--- config.mk ---
export PLATFORM = sky130hd
export DESIGN_NAME = ub_burst_ctrl
export DESIGN_NICKNAME = d
export VERILOG_FILES = /design/src/rtl/ub_pkg.sv /design/src/rtl/ub_rr_arbiter.sv /design/src/rtl/ub_burst_ctrl.sv
export SDC_FILE = /design/constraint.sdc
export NUM_CORES = 1
export LEC_CHECK = 0
export BUFFER_PORTS_ARGS = -buffer_cell sky130_fd_sc_hd__buf_2
export CAP_MARGIN = 20
export CORE_AREA = 3 3 123 125
export DETAILED_ROUTE_END_ITERATION = 16
export DIE_AREA = 0 0 126 128
export PLACE_DENSITY = 0.59
export SLEW_MARGIN = 0
export SYNTH_ARGS = -nofsm -noshare
export SYNTH_HDL_FRONTEND = slang
export SYNTH_SLANG_ARGS = --single-unit
--- constraint.sdc ---
create_clock -name clk -period 2.47 [get_ports clk]
set_input_delay 0.741 -clock clk [delete_from_list [all_inputs] [get_ports clk]]
set_output_delay 0.741 -clock clk [all_outputs]
set_load 0.02 [all_outputs]
--- src/rtl/ub_pkg.sv ---
// Shared types and default widths for the unified-buffer burst controller.
package ub_pkg;

   localparam int UB_ADDRESSSIZE = 10;
   localparam int UB_WORDSIZE    = 64;
   localparam int UB_LENSIZE     = 8;

   typedef enum logic [1:0] {
      IDLE  = 2'd0,
      WRITE = 2'd1,
      READ  = 2'd2,
      DRAIN = 2'd3
   } ub_state_e;

   typedef enum logic {
      GNT_WR = 1'b0,
      GNT_RD = 1'b1
   } ub_gnt_e;

endpackage

--- src/rtl/ub_rr_arbiter.sv ---
// Two-requester round-robin arbiter: on contention the side opposite the last grant wins.
module ub_rr_arbiter
   import ub_pkg::*;
(
   input  logic clk,
   input  logic rst,
   input  logic en_i,
   input  logic req_wr_i,
   input  logic req_rd_i,
   output logic gnt_wr_o,
   output logic gnt_rd_o
);

   ub_gnt_e last_q, last_d;

   always_comb begin
      gnt_wr_o = en_i & req_wr_i & (~req_rd_i | (last_q == GNT_RD));
      gnt_rd_o = en_i & req_rd_i & (~req_wr_i | (last_q == GNT_WR));
      last_d   = last_q;
      if (gnt_wr_o) begin
         last_d = GNT_WR;
      end else if (gnt_rd_o) begin
         last_d = GNT_RD;
      end
   end

   // Reset to GNT_RD so the write side wins the first contested cycle.
   always_ff @(posedge clk) begin
      if (rst) begin
         last_q <= GNT_RD;
      end else begin
         last_q <= last_d;
      end
   end

endmodule

--- src/rtl/ub_burst_ctrl.sv ---
// Burst sequencer sharing a single-port SRAM between host write bursts and feeder read bursts.
// Optional performance counters are enabled by defining UB_CTRL_PERF_CNT_EN.
module ub_burst_ctrl
   import ub_pkg::*;
#(
   parameter int ADDRESSSIZE = UB_ADDRESSSIZE,
   parameter int WORDSIZE    = UB_WORDSIZE,
   parameter int LENSIZE     = UB_LENSIZE
) (
   input  logic                   clk,
   input  logic                   rst,
   input  logic                   wr_cmd_valid,
   output logic                   wr_cmd_ready,
   input  logic [ADDRESSSIZE-1:0] wr_cmd_addr,
   input  logic [LENSIZE-1:0]     wr_cmd_len,
   input  logic                   wr_data_valid,
   output logic                   wr_data_ready,
   input  logic [WORDSIZE-1:0]    wr_data,
   output logic                   wr_done,
   input  logic                   rd_cmd_valid,
   output logic                   rd_cmd_ready,
   input  logic [ADDRESSSIZE-1:0] rd_cmd_addr,
   input  logic [LENSIZE-1:0]     rd_cmd_len,
   output logic                   rd_valid,
   output logic [WORDSIZE-1:0]    rd_data,
   output logic                   rd_done,
   output logic                   busy,
   output logic                   sram_we,
   output logic [ADDRESSSIZE-1:0] sram_addr,
   output logic [WORDSIZE-1:0]    sram_wdata,
   input  logic [WORDSIZE-1:0]    sram_data_out
`ifdef UB_CTRL_PERF_CNT_EN
   ,
   output logic [31:0]            perf_wr_beats,
   output logic [31:0]            perf_rd_beats,
   output logic [31:0]            perf_stall_cycles
`endif
);

   ub_state_e              state_q, state_d;
   logic [ADDRESSSIZE-1:0] base_q, base_d;
   logic [LENSIZE-1:0]     len_q, len_d;
   logic [LENSIZE-1:0]     cnt_q, cnt_d;
   logic                   rd_valid_q, rd_valid_d;
   logic                   rd_done_q, rd_done_d;
   logic                   wr_done_q, wr_done_d;
   logic [ADDRESSSIZE-1:0] cur_addr;
   logic                   gnt_wr, gnt_rd;

   ub_rr_arbiter u_arb (
      .clk      (clk),
      .rst      (rst),
      .en_i     ((state_q == IDLE) & ~rst),
      .req_wr_i (wr_cmd_valid),
      .req_rd_i (rd_cmd_valid),
      .gnt_wr_o (gnt_wr),
      .gnt_rd_o (gnt_rd)
   );

   // Natural truncation of the sum gives the silent modulo-2^ADDRESSSIZE wrap.
   assign cur_addr = base_q + ADDRESSSIZE'(cnt_q);

   always_comb begin
      state_d       = state_q;
      base_d        = base_q;
      len_d         = len_q;
      cnt_d         = cnt_q;
      rd_valid_d    = 1'b0;
      rd_done_d     = 1'b0;
      wr_done_d     = 1'b0;
      wr_data_ready = 1'b0;
      sram_we       = 1'b0;
      sram_addr     = '0;
      case (state_q)
         IDLE: begin
            if (gnt_wr) begin
               base_d  = wr_cmd_addr;
               len_d   = wr_cmd_len;
               cnt_d   = '0;
               state_d = WRITE;
            end else if (gnt_rd) begin
               base_d  = rd_cmd_addr;
               len_d   = rd_cmd_len;
               cnt_d   = '0;
               state_d = READ;
            end
         end
         WRITE: begin
            wr_data_ready = ~rst;
            sram_we       = wr_data_valid & ~rst;
            sram_addr     = cur_addr;
            if (wr_data_valid) begin
               if (cnt_q == len_q) begin
                  state_d   = IDLE;
                  wr_done_d = 1'b1;
               end else begin
                  cnt_d = cnt_q + 1'b1;
               end
            end
         end
         READ: begin
            sram_addr  = cur_addr;
            rd_valid_d = 1'b1;
            if (cnt_q == len_q) begin
               state_d   = DRAIN;
               rd_done_d = 1'b1;
            end else begin
               cnt_d = cnt_q + 1'b1;
            end
         end
         DRAIN: state_d = IDLE;
         default: state_d = IDLE;
      endcase
   end

   always_ff @(posedge clk) begin
      if (rst) begin
         state_q    <= IDLE;
         base_q     <= '0;
         len_q      <= '0;
         cnt_q      <= '0;
         rd_valid_q <= 1'b0;
         rd_done_q  <= 1'b0;
         wr_done_q  <= 1'b0;
      end else begin
         state_q    <= state_d;
         base_q     <= base_d;
         len_q      <= len_d;
         cnt_q      <= cnt_d;
         rd_valid_q <= rd_valid_d;
         rd_done_q  <= rd_done_d;
         wr_done_q  <= wr_done_d;
      end
   end

   assign wr_cmd_ready = gnt_wr;
   assign rd_cmd_ready = gnt_rd;
   assign wr_done      = wr_done_q;
   assign rd_valid     = rd_valid_q;
   assign rd_done      = rd_done_q;
   assign rd_data      = sram_data_out;
   assign sram_wdata   = wr_data;
   assign busy         = (state_q != IDLE);

`ifdef UB_CTRL_PERF_CNT_EN
   logic [31:0] perf_wr_q, perf_rd_q, perf_stall_q;

   // Counters stick at all-ones instead of wrapping.
   always_ff @(posedge clk) begin
      if (rst) begin
         perf_wr_q    <= '0;
         perf_rd_q    <= '0;
         perf_stall_q <= '0;
      end else begin
         if (sram_we && (perf_wr_q != '1)) perf_wr_q <= perf_wr_q + 1'b1;
         if (rd_valid_q && (perf_rd_q != '1)) perf_rd_q <= perf_rd_q + 1'b1;
         if ((state_q == WRITE) && !wr_data_valid && (perf_stall_q != '1)) begin
            perf_stall_q <= perf_stall_q + 1'b1;
         end
      end
   end

   assign perf_wr_beats     = perf_wr_q;
   assign perf_rd_beats     = perf_rd_q;
   assign perf_stall_cycles = perf_stall_q;
`endif

endmodule
Word level (Yosys, flattened, before mapping)
Index checks and enable logic that the tools add are counted.
{"block": "op_classes", "n_reduce_logical": 10, "n_bitwise": 15, "n_eq_ne": 8, "n_mux": 22, "n_addsub": 2}
{"op": "8-bit two-way mux", "n": 6}
{"op": "10-bit two-way mux", "n": 3}
{"op": "8-bit case mux with 3 select lines", "n": 1}
{"op": "10-bit by 8-bit adder with 10-bit output", "n": 1}
{"op": "2-bit two-way mux", "n": 5}
{"op": "8-bit by 1-bit adder with 8-bit output, second input constant", "n": 1}
{"op": "8-bit equality test", "n": 1}
{"op": "2-bit case mux with 4 select lines", "n": 1}
{"op": "1-bit NOT", "n": 7}
{"op": "1-bit AND", "n": 6}
{"op": "1-bit two-way mux", "n": 6}
{"op": "2-bit != test, second input constant", "n": 3}
{"op": "2-bit equality test, second input constant", "n": 2}
{"op": "4-bit AND reduction", "n": 1}
{"op": "2-bit nonzero test", "n": 2}
{"op": "2-bit OR reduction", "n": 2}
{"op": "3-bit != test, second input constant", "n": 1}
{"op": "3-bit AND reduction", "n": 1}
{"op": "3-bit nonzero test", "n": 1}
{"op": "3-bit OR reduction", "n": 1}
{"op": "2-bit by 1-bit equality test with 1-bit output, second input constant", "n": 1}
{"op": "2-bit zero test", "n": 1}
{"op": "1-bit OR", "n": 2}
{"op": "2-bit AND reduction", "n": 1}
{"block": "totals", "wordCells": 65, "register_bits": 32}

Logic depth before layout (Yosys ltp)
Gate-level depths: netlist of the first run.
{"block": "depth", "depth_word": 7, "mapped_depth": 9, "depth_no_buf": 7}

Hierarchy
From an unflattened synthesis of the first run, not the netlist that was laid out.
{"block": "unflattened", "cells_unflattened": 380, "hier_area_um2": 3096.7}
{"mod": "ub_burst_ctrl", "seq_area_each_um2": 620.6, "instances": 1, "cells_each": 372, "area_per_inst_um2": 3037.9}
{"mod": "ub_rr_arbiter", "seq_area_each_um2": 20.0, "instances": 1, "cells_each": 8, "area_per_inst_um2": 58.8}

Worst setup path before layout of the first run
Ideal clock, no wire load.
{"block": "synth_path", "path_kind": "register to output", "start": "reg cnt_q[0]", "end": "out sram_addr[8]", "path_stages_with_launch": 8, "path_buffers": 0, "slack_ns": -0.235, "t_arrival_ns": 1.964, "cell_sequence": "dfxtp_1 ha_1 fa_1 a211oi_1 o21bai_1 a31oi_1 xnor2_1 and2_1"}
{"block": "synth_via", "elab_chain_len": 2}
{"item": "start: declaration", "line_no": "ub_burst_ctrl.sv:43", "text": "logic [LENSIZE-1:0] cnt_q, cnt_d;"}
{"item": "start signal: assignment", "line_no": "ub_burst_ctrl.sv:129", "text": "cnt_q <= cnt_d;"}
{"item": "10-bit by 8-bit adder with 10-bit output", "line_no": "ub_burst_ctrl.sv:61", "text": "assign cur_addr = base_q + ADDRESSSIZE'(cnt_q);"}
{"item": "10-bit two-way mux", "line_no": "ub_burst_ctrl.sv:74", "text": "case (state_q)"}
{"item": "end: declaration", "line_no": "ub_burst_ctrl.sv:29", "text": "output logic [ADDRESSSIZE-1:0] sram_addr,"}
No other way between the ends.

Worst setup path in the final report of the first run
{"block": "layout_path", "start": "reg cnt_q[0]", "end": "out sram_addr[6]"}
Same word-level chain as after synthesis.

==> results by group, run 1 <==
Outcome
  • Status: complete, but fails checks
  • Failing checks: setup timing

Power and ir drop
  • Logic gate share of total power: between 40% and 50%
  • Clk pwr share: 25.0%
  • Cell internal pwr: ~1700 uW
  • Psw: 1070 uW
  • Maximum VDD drop: around 0.0004 V
  • Leak pwr: about 0.0013 uW
  • Switching share of power: about two fifths
  • Pwr per Cell Area: around 890 nW/um^2
  • Sequential share of power: between 20% and 30%

Clocking
  • CTS tree: done
  • Worst-Skew Late Latency: 280 ps
  • Clock root buffer: clkbuf_16
  • H-tree levels: 2
  • Reg clk slew, reported paths: 50 ps
  • Total CTS buffers: 5
  • Hold_buf cts: 0
  • Clk sinks: 32
  • CTS Buffer Depth: 2

Logic synthesis
  • Post-synth EDFFs: 0
  • Yosys warning count: 0
  • Asr flop ratio synth: 0%
  • Synth Register Bits: 32
  • Sequential-to-total area share from yosys stat: approximately a fifth
  • Synthesized net count: about 550
  • Syn Area/Cell: about 8.3 sq um
  • Synth Instances: roughly 370
  • Top FF cell, synth: dfxtp_1
  • Cell area after synthesis: a little over 3000 sq um
  • Synth unique cells: just under 50

Cells and area
  • Commonest non-fill, non-tap cells in the layout: 51 x buf_2, 25 x buf_4, 24 x dfxtp_1, 23 x nor2_1, 21 x a211oi_1
  • Finished Layout Cells: 500
  • Fill count: ~1600
  • Area Growth Syn to Fin: 2.17%
  • Antenna Cells: 0
  • Fraction of layout cells with a size suffix above 1: 41.3%
  • Net count reported at finish: approximately 500
  • Most common cell after layout, fill and taps aside: buf_2

Placement
  • Placed insts: approximately 490
  • GPL Wtd Cong: a little over 0.8
  • HPWL Detailed: 5750 um
  • Port bufs: 58
  • DP Worst Slack: -127 ps

Routing
  • Remaining DRCs: 0
  • Via count: 2172
  • WL final: 7090 um
  • DR vias/cell: roughly 4.3
  • Routed wire length per instance: 14.2 um
  • 1st-iter DRT viols: 95
  • Post-route ant nets: 0
  • First-pass DRT Iterations: 4

Timing
  • Crit path time final: ~2800 ps
  • Pins Over Slew Limit: 0
  • Setup TNS: -1250 ps
  • Max_slew headroom: between 70% and 80%
  • Worst Setup Slack, final: -333 ps
  • Final Hold Viols: 0
  • Slew @ Worst Pin: about 440 ps
  • Clock Skew: about 6.2 ps
  • RSZ-0062 raised after global routing: true
  • Period utilization: 113%
  • F_max: between 0.3 and 0.4 GHz
  • Final-report setup violation count: 7

Floorplanning
  • DIE AREA: ~16000 sq um
  • Chip Width: 126 um
  • Initial core utilization: 21.9%
  • IO Pins: about 320
  • Die Ht: approximately 130 um
  • Core area: ~14000 sq um
  • Rows: 43

Worst hold path
  • HP Class: register to register

Setup path
  • Critical path type: register to output pin
  • Critical Path End Type: output pin
  • Critical Path AT: 2060 ps
  • Worst Path Required: 1730 ps
  • Crit path launch type: register
  • Max FO, Critical Path: 3

Global route
  • Initial antenna violation count: 0
  • Vias in the first global route: about 2300
  • Largest net degree at the start of global routing: 37
  • First-pass GRT wire length: about 11000 um
  • Gr ovfl total: 0
  • GRT Overall Usage: 8.72%

Flow run
  • Max-cap viol count: 0
[path summary, 6_finish.rpt]
path	from	endpoint	slack [ps]	depth (start not counted)
max	cnt_q[0]	sram_addr[6]	-330	8
min	len_q[2]	len_q[2]	510	2
max reg2reg	state_q[0]	state_q[1]	490	8
min reg2reg	len_q[2]	len_q[2]	510	2
[repair_timing]
| action | in CTS | in global routing |
|---|---|---|
| cloned | 0 | 0 |
| gates resized for setup | 37 | 12 |
| pin swaps | 16 | 10 |
| endpoints found under the setup margin | 9 | 9 |
| buffers inserted | 1 | 1 |
[final cells by class]
| class | instances | area, sq um | share of cell area (%) |
|---|---|---|---|
| timing repair buffer | 84 | 542 | 17.3 |
| multi-input combinational | 189 | 1510 | 48.4 |
| sequential | 32 | 653 | 20.9 |
| clock inverter | 3 | 42.5 | 1.36 |
| inverter | 7 | 26.3 | 0.840 |
| clock buffer | 5 | 125 | 4.00 |
| tap | 180 | 225 | 7.20 |
[synthesized netlist by cell type (7+ instances only)]
master    instances  area [sq um]
ha_1             13           163
and2_1            9          56.3
inv_1             7          26.3
xor2_1            9          78.8
nor2_1           24          90.1
a21oi_1           7          35.0
o21ai_0           9          45.0
a211oi_1         24           180
buf_4           130           976
nand2_1          13          48.8
dfxtp_1          32           641
mux2i_1          18           180
[layer usage]
layer	global-route usage [%]	wire [um]
met1	9.94	2960
met2	14.6	3350
met3	2.42	496
met4	5.24	283
met5	0	0
[cell families (layout without fill, tap and decap cells)]
family / count (synthesis) / in the layout / synth area share, %
buf+inv: 148 / 99 / 34.2
simple gates: 78 / 78 / 13.9
fa+ha+maj: 14 / 14 / 5.97
flops: 32 / 32 / 20.9
compound gates: 65 / 65 / 15.1
mux: 18 / 18 / 5.89
xor+xnor: 14 / 14 / 4.01
[state kept, by name (all words and copies together) (netlist names)]
register / cells
base_q: 10
cnt_q: 8
len_q: 8
state_q: 2
rd_done: 1
rd_valid: 1
u_arb.last_q: 1
wr_done: 1
[worst max-delay path: stages, from the launching register on]
cell and delay (ps):
dfxtp_2 330, ha_4 160, fa_2 370, a211oi_4 250
o21bai_1 90, a21oi_1 180, xnor2_1 140, and2_4 160
buf_6 110
[stage by stage]
step / cell area, sq um / hold slack [ps] / total power (uW) / utilization [%]
floorplan: 3070 / 482 / 1860 / -
global placement: 2770 / 488 / 1960 / 19.8
detailed placement: 2770 / 503 / 1980 / 19.8
CTS: 3080 / 515 / 2770 / 22.0
global route: 3130 / 542 / 3010 / 22.4
finish: 3130 / 510 / 2790 / 22.4
[power by group through the flow]
stage	Sequential, uW	Combinational, uW	Clock, uW
2_1_floorplan	702	1160	0
3_3_place_gp	702	1260	0
3_5_place_dp	707	1270	0
4_1_cts	711	1350	712
5_1_grt	725	1550	735
6_report	711	1380	697
No activity file was read; power rests on OpenSTA's default activity.
==> inputs of run 2 (changes only) <==
--- a/config.mk
+++ b/config.mk
@@ -7,11 +7,11 @@
 export LEC_CHECK = 0
 export BUFFER_PORTS_ARGS = -buffer_cell sky130_fd_sc_hd__buf_2
 export CAP_MARGIN = 20
-export CORE_AREA = 3 3 123 125
+export CORE_AREA = 3 3 121 123
 export DETAILED_ROUTE_END_ITERATION = 16
-export DIE_AREA = 0 0 126 128
+export DIE_AREA = 0 0 124 126
 export PLACE_DENSITY = 0.59
-export SLEW_MARGIN = 0
+export SLEW_MARGIN = 20
 export SYNTH_ARGS = -nofsm -noshare
 export SYNTH_HDL_FRONTEND = slang
 export SYNTH_SLANG_ARGS = --single-unit
==> constraint.sdc (replaced) <==
create_clock -name clk -period 2.9 [get_ports clk]
set_input_delay 0.87 -clock clk [delete_from_list [all_inputs] [get_ports clk]]
set_output_delay 0.87 -clock clk [all_outputs]
set_load 0.02 [all_outputs]
==> run 2 against run 1 <==
The run still ends with setup timing left; worst hold slack got worse by 3.2 ps; highest routed layer unchanged; utilization decreased by 1.3 points; sequential share of layout area grew 1.3 points; critical path depth up 1; wire length is 2.9% lower; via count is 1.8% lower; sequential power down 15%; die area shrank 3.1%.
==> results by group, run 2 (synthesis gave the netlist of run 1 again) <==
Cells and area
  • Net count reported at finish: 490 (was 502)
  • Antenna Cells: 0 (unchanged)
  • Area Growth Syn to Fin: -5.15% (was 2.17%)
  • Multi-input logic area: 1430 sq um (was 1510 sq um)
  • Finished Core Util: 21.1% (was 22.4%)
  • Biggest registers after layout: base_q (10), cnt_q (8), len_q (8) (unchanged)
  • Reg area: 644 sq um (was 653 sq um)
  • Fill count: 1568 (was 1577)
  • Max reg flops: 10 (unchanged)
  • Most flop-heavy register: base_q (unchanged)
  • Fraction of layout cells with a size suffix above 1: 33.1% (was 41.3%)
  • Most common cell after layout, fill and taps aside: buf_2 (unchanged)
  • Commonest non-fill, non-tap cells in the layout: 55 x buf_2, 29 x dfxtp_1, 24 x nor2_1, 21 x a211oi_1, 18 x mux2i_1 (was 51 x buf_2, 25 x buf_4, 24 x dfxtp_1, 23 x nor2_1, 21 x a211oi_1)
  • Finished Layout Cells: 488 (was 500)

Timing
  • Max_slew headroom: 72.7% (was 70.1%)
  • Final Hold Viols: 0 (unchanged)
  • RSZ-0062 raised after global routing: true (unchanged)
  • Period utilization: 105%
  • Final-report setup violation count: 2 (was 7)
  • Crit path time final: roughly 3000 ps
  • Slew @ Worst Pin: 399 ps (was 438 ps)
  • Clock Skew: 7.07 ps (was 6.15 ps)
  • Setup TNS: -245 ps (was -1250 ps)
  • F_max: 0.330 GHz
  • Pins Over Slew Limit: 0 (unchanged)
  • Worst Setup Slack, final: -135 ps (was -333 ps)

Setup path
  • Critical Path End Type: output pin (unchanged)
  • Critical Path AT: 2160 ps (was 2060 ps)
  • Critical path type: register to output pin (unchanged)
  • Worst Path Required: 2030 ps (was 1730 ps)
  • Max FO, Critical Path: 3 (unchanged)
  • Crit path launch type: register (unchanged)

Placement
  • DP Worst Slack: -40.7 ps (was -127 ps)
  • GPL Wtd Cong: 0.814 (was 0.804)
  • Port bufs: 58 (unchanged)
  • Placed insts: 479 (was 491)
  • HPWL Detailed: 5540 um (was 5750 um)

Clocking
  • Worst-Skew Late Latency: 280 ps (about the same)
  • H-tree levels: 2 (unchanged)
  • Hold_buf cts: 0 (unchanged)
  • Total CTS buffers: 5 (unchanged)
  • CTS tree: done (unchanged)
  • Clock root buffer: clkbuf_16 (unchanged)
  • Reg clk slew, reported paths: 50 ps (about the same)
  • Clk sinks: 32 (unchanged)
  • CTS Buffer Depth: 2 (unchanged)

Floorplanning
  • DIE AREA: 15600 sq um (was 16100 sq um)
  • Core area: 13800 sq um (was 14000 sq um)
  • Chip Width: 124 um (was 126 um)
  • Rows: 43 (unchanged)
  • Initial core utilization: 22.2% (was 21.9%)
  • Die Ht: 126 um (was 128 um)
  • IO Pins: 315 (unchanged)

Flow run
  • Max-cap viol count: 0 (unchanged)

Global route
  • Largest net degree at the start of global routing: 37 (unchanged)
  • Initial antenna violation count: 0 (unchanged)
  • First-pass GRT wire length: 10700 um (was 11400 um)
  • Vias in the first global route: 2165 (was 2269)
  • GRT Overall Usage: 8.65% (was 8.72%)
  • Gr ovfl total: 0 (unchanged)

Worst hold path
  • HP Class: register to register (unchanged)

Power and ir drop
  • Logic gate share of total power: 46.8% (was 49.5%)
  • Maximum VDD drop: 0.000237 V (was 0.000399 V)
  • Cell internal pwr: 1370 uW (was 1720 uW)
  • Psw: 875 uW (was 1070 uW)
  • Final total power: 2240 uW (was 2790 uW)
  • Leak pwr: 0.00126 uW (was 0.00134 uW)
  • Sequential share of power: 26.9% (was 25.5%)
  • Switching share of power: 39.0% (was 38.4%)
  • Clk pwr share: 26.3% (was 25.0%)
  • Pwr per Cell Area: 772 nW/um^2 (was 893 nW/um^2)

Outcome
  • Failing checks: setup timing (unchanged)
  • Status: complete, but fails checks (unchanged)

Routing
  • Remaining DRCs: 0 (unchanged)
  • Routed wire length per instance: 14.1 um (was 14.2 um)
  • 1st-iter DRT viols: 99 (was 95)
  • First-pass DRT Iterations: 4 (unchanged)
  • DR vias/cell: 4.37 (was 4.34)
  • Via count: 2133 (was 2172)
  • WL final: 6890 um (was 7090 um)
  • Post-route ant nets: 0 (unchanged)
## run 2: power by group through the flow
stage / Combinational, uW / Sequential, uW / Clock (uW)
detailed placement: 1020 / 605 / 0
global placement: 1010 / 600 / 0
CTS: 1050 / 604 / 604
global route: 1170 / 614 / 622
floorplan: 979 / 597 / 0
finish: 1050 / 603 / 590
## run 2: layout make-up
class,instances,share of cell area (%)
multi-input cells,189,49.4
well taps,180,7.76
clock inverters,2,1.21
inverters,7,0.905
flip-flops and latches,32,22.2
clock buffers,6,4.44
repair buffers,72,14.1
## run 2: worst paths after layout
kind / startpoint / to / slack (ps) / cells after the start
hold reg to reg: base_q[2] / base_q[2] / 510 / 2
setup reg to reg: state_q[0] / base_q[0] / 790 / 8
setup / recovery: cnt_q[0] / sram_addr[8] / -130 / 9
hold / removal: base_q[2] / base_q[2] / 510 / 2
## run 2: routing by layer
layer | vias up | global-route usage (%) | wire length, um
met4 | 0 | 6.89 | 401
met2 | 105 | 13.6 | 3130
met1 | 948 | 9.74 | 2780
li1 | 1019 | - | -
met5 | - | 0 | 0
met3 | 61 | 2.29 | 572
## run 2: worst max-delay path: stages (launching register included)
cell and delay [ps]:
dfxtp_2 330, ha_4 160, fa_2 360, a211oi_2 200, buf_4 150, o21bai_1 60
a31oi_1 220, xnor2_1 130, and2_1 150, buf_6 120
## run 2: repair_timing
action	4_1_cts	5_1_grt
setup buffers	0	1
endpoints found under the setup margin	6	6
pin swaps	11	4
resized for setup	18	3
## run 2: per-stage QoR
| step | area, sq um | hold WS, ps |
|---|---|---|
| floorplan | 3060 | 482 |
| global placement | 2650 | 497 |
| detailed placement | 2650 | 501 |
| CTS | 2890 | 511 |
| global route | 2900 | 535 |
| finish | 2900 | 507 |
==> inputs of run 3 (changes only) <==
--- a/config.mk
+++ b/config.mk
@@ -5,11 +5,11 @@
 export SDC_FILE = /design/constraint.sdc
 export NUM_CORES = 1
 export LEC_CHECK = 0
+export ABC_AREA = 1
 export BUFFER_PORTS_ARGS = -buffer_cell sky130_fd_sc_hd__buf_2
-export CAP_MARGIN = 20
-export CORE_AREA = 3 3 121 123
+export CORE_AREA = 3 3 122 124
 export DETAILED_ROUTE_END_ITERATION = 16
-export DIE_AREA = 0 0 124 126
+export DIE_AREA = 0 0 125 127
 export PLACE_DENSITY = 0.59
 export SLEW_MARGIN = 20
 export SYNTH_ARGS = -nofsm -noshare
==> run 3 against run 2 <==
The flow now finishes without violations; register-to-register slack improved by 20 ps; maximum frequency rose by 10%; wire length up 22%; flip-flop and latch count unchanged; sequential power increased by 13%; setup slack improved by 280 ps; clock power rose by 3%; worst hold slack gained 17 ps; combinational power rose by 43%; sequential share of layout area decreased by 0.30 points; largest cell class unchanged.
==> results by group, run 3 <==
Timing
  • Pins Over Slew Limit: 0 (unchanged)
  • Final-report setup violation count: 0 (was 2)
  • Period utilization: 95.1% (was 105%)
  • RSZ-0062 raised after global routing: false (was true)
  • Slew @ Worst Pin: 364 ps (was 399 ps)
  • Max_slew headroom: 75.7% (was 72.7%)
  • F_max: 0.362 GHz (was 0.330 GHz)
  • Clock Skew: 4.36 ps (was 7.07 ps)
  • Final Hold Viols: 0 (unchanged)
  • Worst Setup Slack, final: 141 ps (was -135 ps)
  • Setup TNS: 0 ps (was -245 ps)
  • Crit path time final: 2760 ps (was 3030 ps)

Floorplanning
  • IO Pins: 315 (unchanged)
  • Rows: 43 (unchanged)
  • Chip Width: 125 um (was 124 um)
  • Die Ht: 127 um (was 126 um)
  • DIE AREA: 15900 sq um (was 15600 sq um)
  • Initial core utilization: 22.9% (was 22.2%)
  • Core area: 13900 sq um (was 13800 sq um)

Setup path
  • Critical Path AT: 1890 ps (was 2160 ps)
  • Max FO, Critical Path: 6 (was 3)
  • CP Cell Sequence: ha_4 -> fa_2 -> nand3_1 -> nand2_1 -> nand2_2 -> o21ai_1 -> o21ai_0 -> a21oi_1 -> buf_2 (was ha_4 -> fa_2 -> a211oi_2 -> buf_4 -> o21bai_1 -> a31oi_1 -> xnor2_1 -> and2_1 -> buf_6)
  • Worst Path Required: 2030 ps (about the same)
  • Bufs and invs on worst path: 1 (was 2)
  • Worst path slowest cell: dfxtp_2 (was fa_2)
  • Critical path type: register to output pin (unchanged)
  • Cell family with most CP delay: flip-flops (was adder cells)
  • Crit path launch type: register (unchanged)
  • Critical Path Max Stage Delay: 400 ps (was 360 ps)
  • Critical Path End Type: output pin (unchanged)

Cells and area
  • Most common cell after layout, fill and taps aside: nand2_1 (was buf_2)
  • Fill count: 1629 (was 1568)
  • Reg area: 644 sq um (unchanged)
  • Fin area: 2940 sq um (was 2900 sq um)
  • Fraction of layout cells with a size suffix above 1: 26.5% (was 33.1%)
  • Most flop-heavy register: base_q (unchanged)
  • Biggest registers after layout: base_q (10), cnt_q (8), len_q (8) (unchanged)
  • Commonest non-fill, non-tap cells in the layout: 96 x nand2_1, 58 x buf_2, 33 x inv_1, 29 x dfxtp_1, 24 x nor2_1 (was 55 x buf_2, 29 x dfxtp_1, 24 x nor2_1, 21 x a211oi_1, 18 x mux2i_1)
  • Net count reported at finish: 582 (was 490)
  • Max reg flops: 10 (unchanged)
  • Area Growth Syn to Fin: -7.40% (was -5.15%)
  • Multi-input logic area: 1350 sq um (was 1430 sq um)
  • Antenna Cells: 0 (unchanged)

Clocking
  • Reg clk slew, reported paths: 60 ps (was 50 ps)
  • Hold_buf cts: 0 (unchanged)
  • Clk sinks: 32 (unchanged)
  • Clock root buffer: clkbuf_16 (unchanged)
  • H-tree levels: 2 (unchanged)
  • Worst-Skew Late Latency: 280 ps (about the same)
  • CTS tree: done (unchanged)
  • CTS Buffer Depth: 2 (unchanged)
  • Total CTS buffers: 5 (unchanged)

Power and ir drop
  • Maximum VDD drop: 0.000297 V (was 0.000237 V)
  • Leak pwr: 0.00138 uW (was 0.00126 uW)
  • Pwr per Cell Area: 948 nW/um^2 (was 772 nW/um^2)

Outcome
  • Status: complete, no violations (was complete, but fails checks)

Logic synthesis
  • Sequential-to-total area share from yosys stat: 20.2% (was 20.9%)
  • Cell area after synthesis: 3180 sq um (was 3060 sq um)
  • Synth Register Bits: 32 (unchanged)
  • Count leader, synth: buf_4 (unchanged)
  • Synth Instances: 460 (was 369)
  • Synthesized net count: 643 (was 552)
  • Post-synth top area share: 30.5% (was 31.9%)
  • Top FF cell, synth: dfxtp_1 (unchanged)
  • Area leader, netlist: buf_4 (unchanged)
  • Synth unique cells: 33 (was 49)
  • Most frequent cells after synthesis: 129 x buf_4, 97 x nand2_1, 33 x inv_1, 32 x dfxtp_1, 24 x nor2_1 (was 130 x buf_4, 32 x dfxtp_1, 24 x a211oi_1, 24 x nor2_1, 18 x mux2i_1)
  • Post-synth EDFFs: 0 (unchanged)
  • Yosys warning count: 0 (unchanged)
  • Synth top area cells: buf_4 30%, dfxtp_1 20%, nand2_1 11%, ha_1 5.1%, inv_1 3.9% (was buf_4 32%, dfxtp_1 21%, mux2i_1 5.9%, a211oi_1 5.9%, ha_1 5.3%)
  • Syn Area/Cell: 6.91 sq um (was 8.29 sq um)
  • Asr flop ratio synth: 0% (unchanged)

Routing
  • Routed wire length per instance: 14.5 um (was 14.1 um)
  • Met2 wire length: 3870 um (was 3130 um)
  • Met3 routed WL: 633 um (was 572 um)
  • Remaining DRCs: 0 (unchanged)
  • M1 wire length: 3300 um (was 2780 um)
  • 1st-iter DRT viols: 82 (was 99)
  • Via count: 2524 (was 2133)
  • First-pass DRT Iterations: 4 (unchanged)
  • Max Used Layer: met4 (unchanged)
  • Post-route ant nets: 0 (unchanged)
  • WL final: 8410 um (was 6890 um)
  • DR vias/cell: 4.35 (was 4.37)

Global route
  • First-pass GRT wire length: 12800 um (was 10700 um)
  • GRT Overall Usage: 10.3% (was 8.65%)
  • Gr ovfl total: 0 (unchanged)
  • Initial antenna violation count: 0 (unchanged)
  • Largest net degree at the start of global routing: 21 (was 37)
  • Vias in the first global route: 2428 (was 2165)

Flow run
  • Max-cap viol count: 0 (unchanged)

Placement
  • DP Worst Slack: 249 ps (was -40.7 ps)
  • Post-DP Area: 2740 sq um (was 2650 sq um)
  • HPWL Detailed: 6890 um (was 5540 um)
  • GPL Wtd Cong: 0.829 (was 0.814)
  • Port bufs: 58 (unchanged)

Worst hold path
  • HP Class: register to register (unchanged)
==> run 3: cell types whose count changed in the layout (fill, tap and decap cells not counted), sizes merged, moves of 5 or more <==
cell / change
a31oi: +17
a21oi: +14
xor2: -9
and3: -5
inv: +29
o21ai: +23
nand2: +85
mux2i: -18
nand4: +7
a211oi: -24
nand3: +14
and2: -10
==> run 3: what timing repair did <==
action,in CTS,in global routing
endpoints found under the setup margin,2,4
hold endpoints to repair,0,0
buffers inserted,0,1
resized for setup,2,9
==> run 3: path summary, 6_finish.rpt <==
kind	startpoint	endpoint	slack [ps]	cells after the start
max reg2reg	state_q[0]	base_q[0]	810	11
max	cnt_q[0]	sram_addr[6]	140	9
min reg2reg	u_arb.last_q	u_arb.last_q	520	2
min	u_arb.last_q	u_arb.last_q	520	2
==> run 3: layout make-up <==
type | instances | area share, %
inverter | 38 | 5.06
timing repair buffer | 73 | 13.7
clock inverter | 3 | 1.45
multi-input combinational | 249 | 46.0
tap | 180 | 7.65
sequential | 32 | 21.9
clock buffer | 5 | 4.25
==> run 3: tightest hold or removal path, cell delays in order, from the launching register on <==
cell      delay [ps]
dfxtp_1          310
inv_1             70
o211ai_1          90
==> run 3: cell families (layout without fill, tap and decap cells) <==
group,count (synthesis),count (layout),synth area share (%)
fa+ha+maj,14,14,5.75
xor+xnor,5,5,1.38
compound gates,74,74,13.1
simple gates,156,156,21.6
buf+inv,179,119,38.0
flops,32,32,20.2
==> run 3: per-stage QoR <==
stage               util [%]  power [uW]  cells  hold slack, ps
detailed placement      19.7        2180    571             517
finish                  21.2        2790    580             524
global route            21.2        3060    580             555
global placement        19.7        2180    571             511
floorplan                  -        2000    460             488
CTS                     21.0        2810    579             528
==> run 3: power breakdown <==
group          switching, uW  total (uW)  internal [uW]
Sequential               122         681            559
Combinational            959        1500            539
Clock                    207         610            403
==> run 3: metal layers <==
metal	vias up	GRT usage [%]
met5	-	0
met4	0	8.23
met3	67	3.22
met1	1106	11.0
met2	118	16.7
li1	1233	-
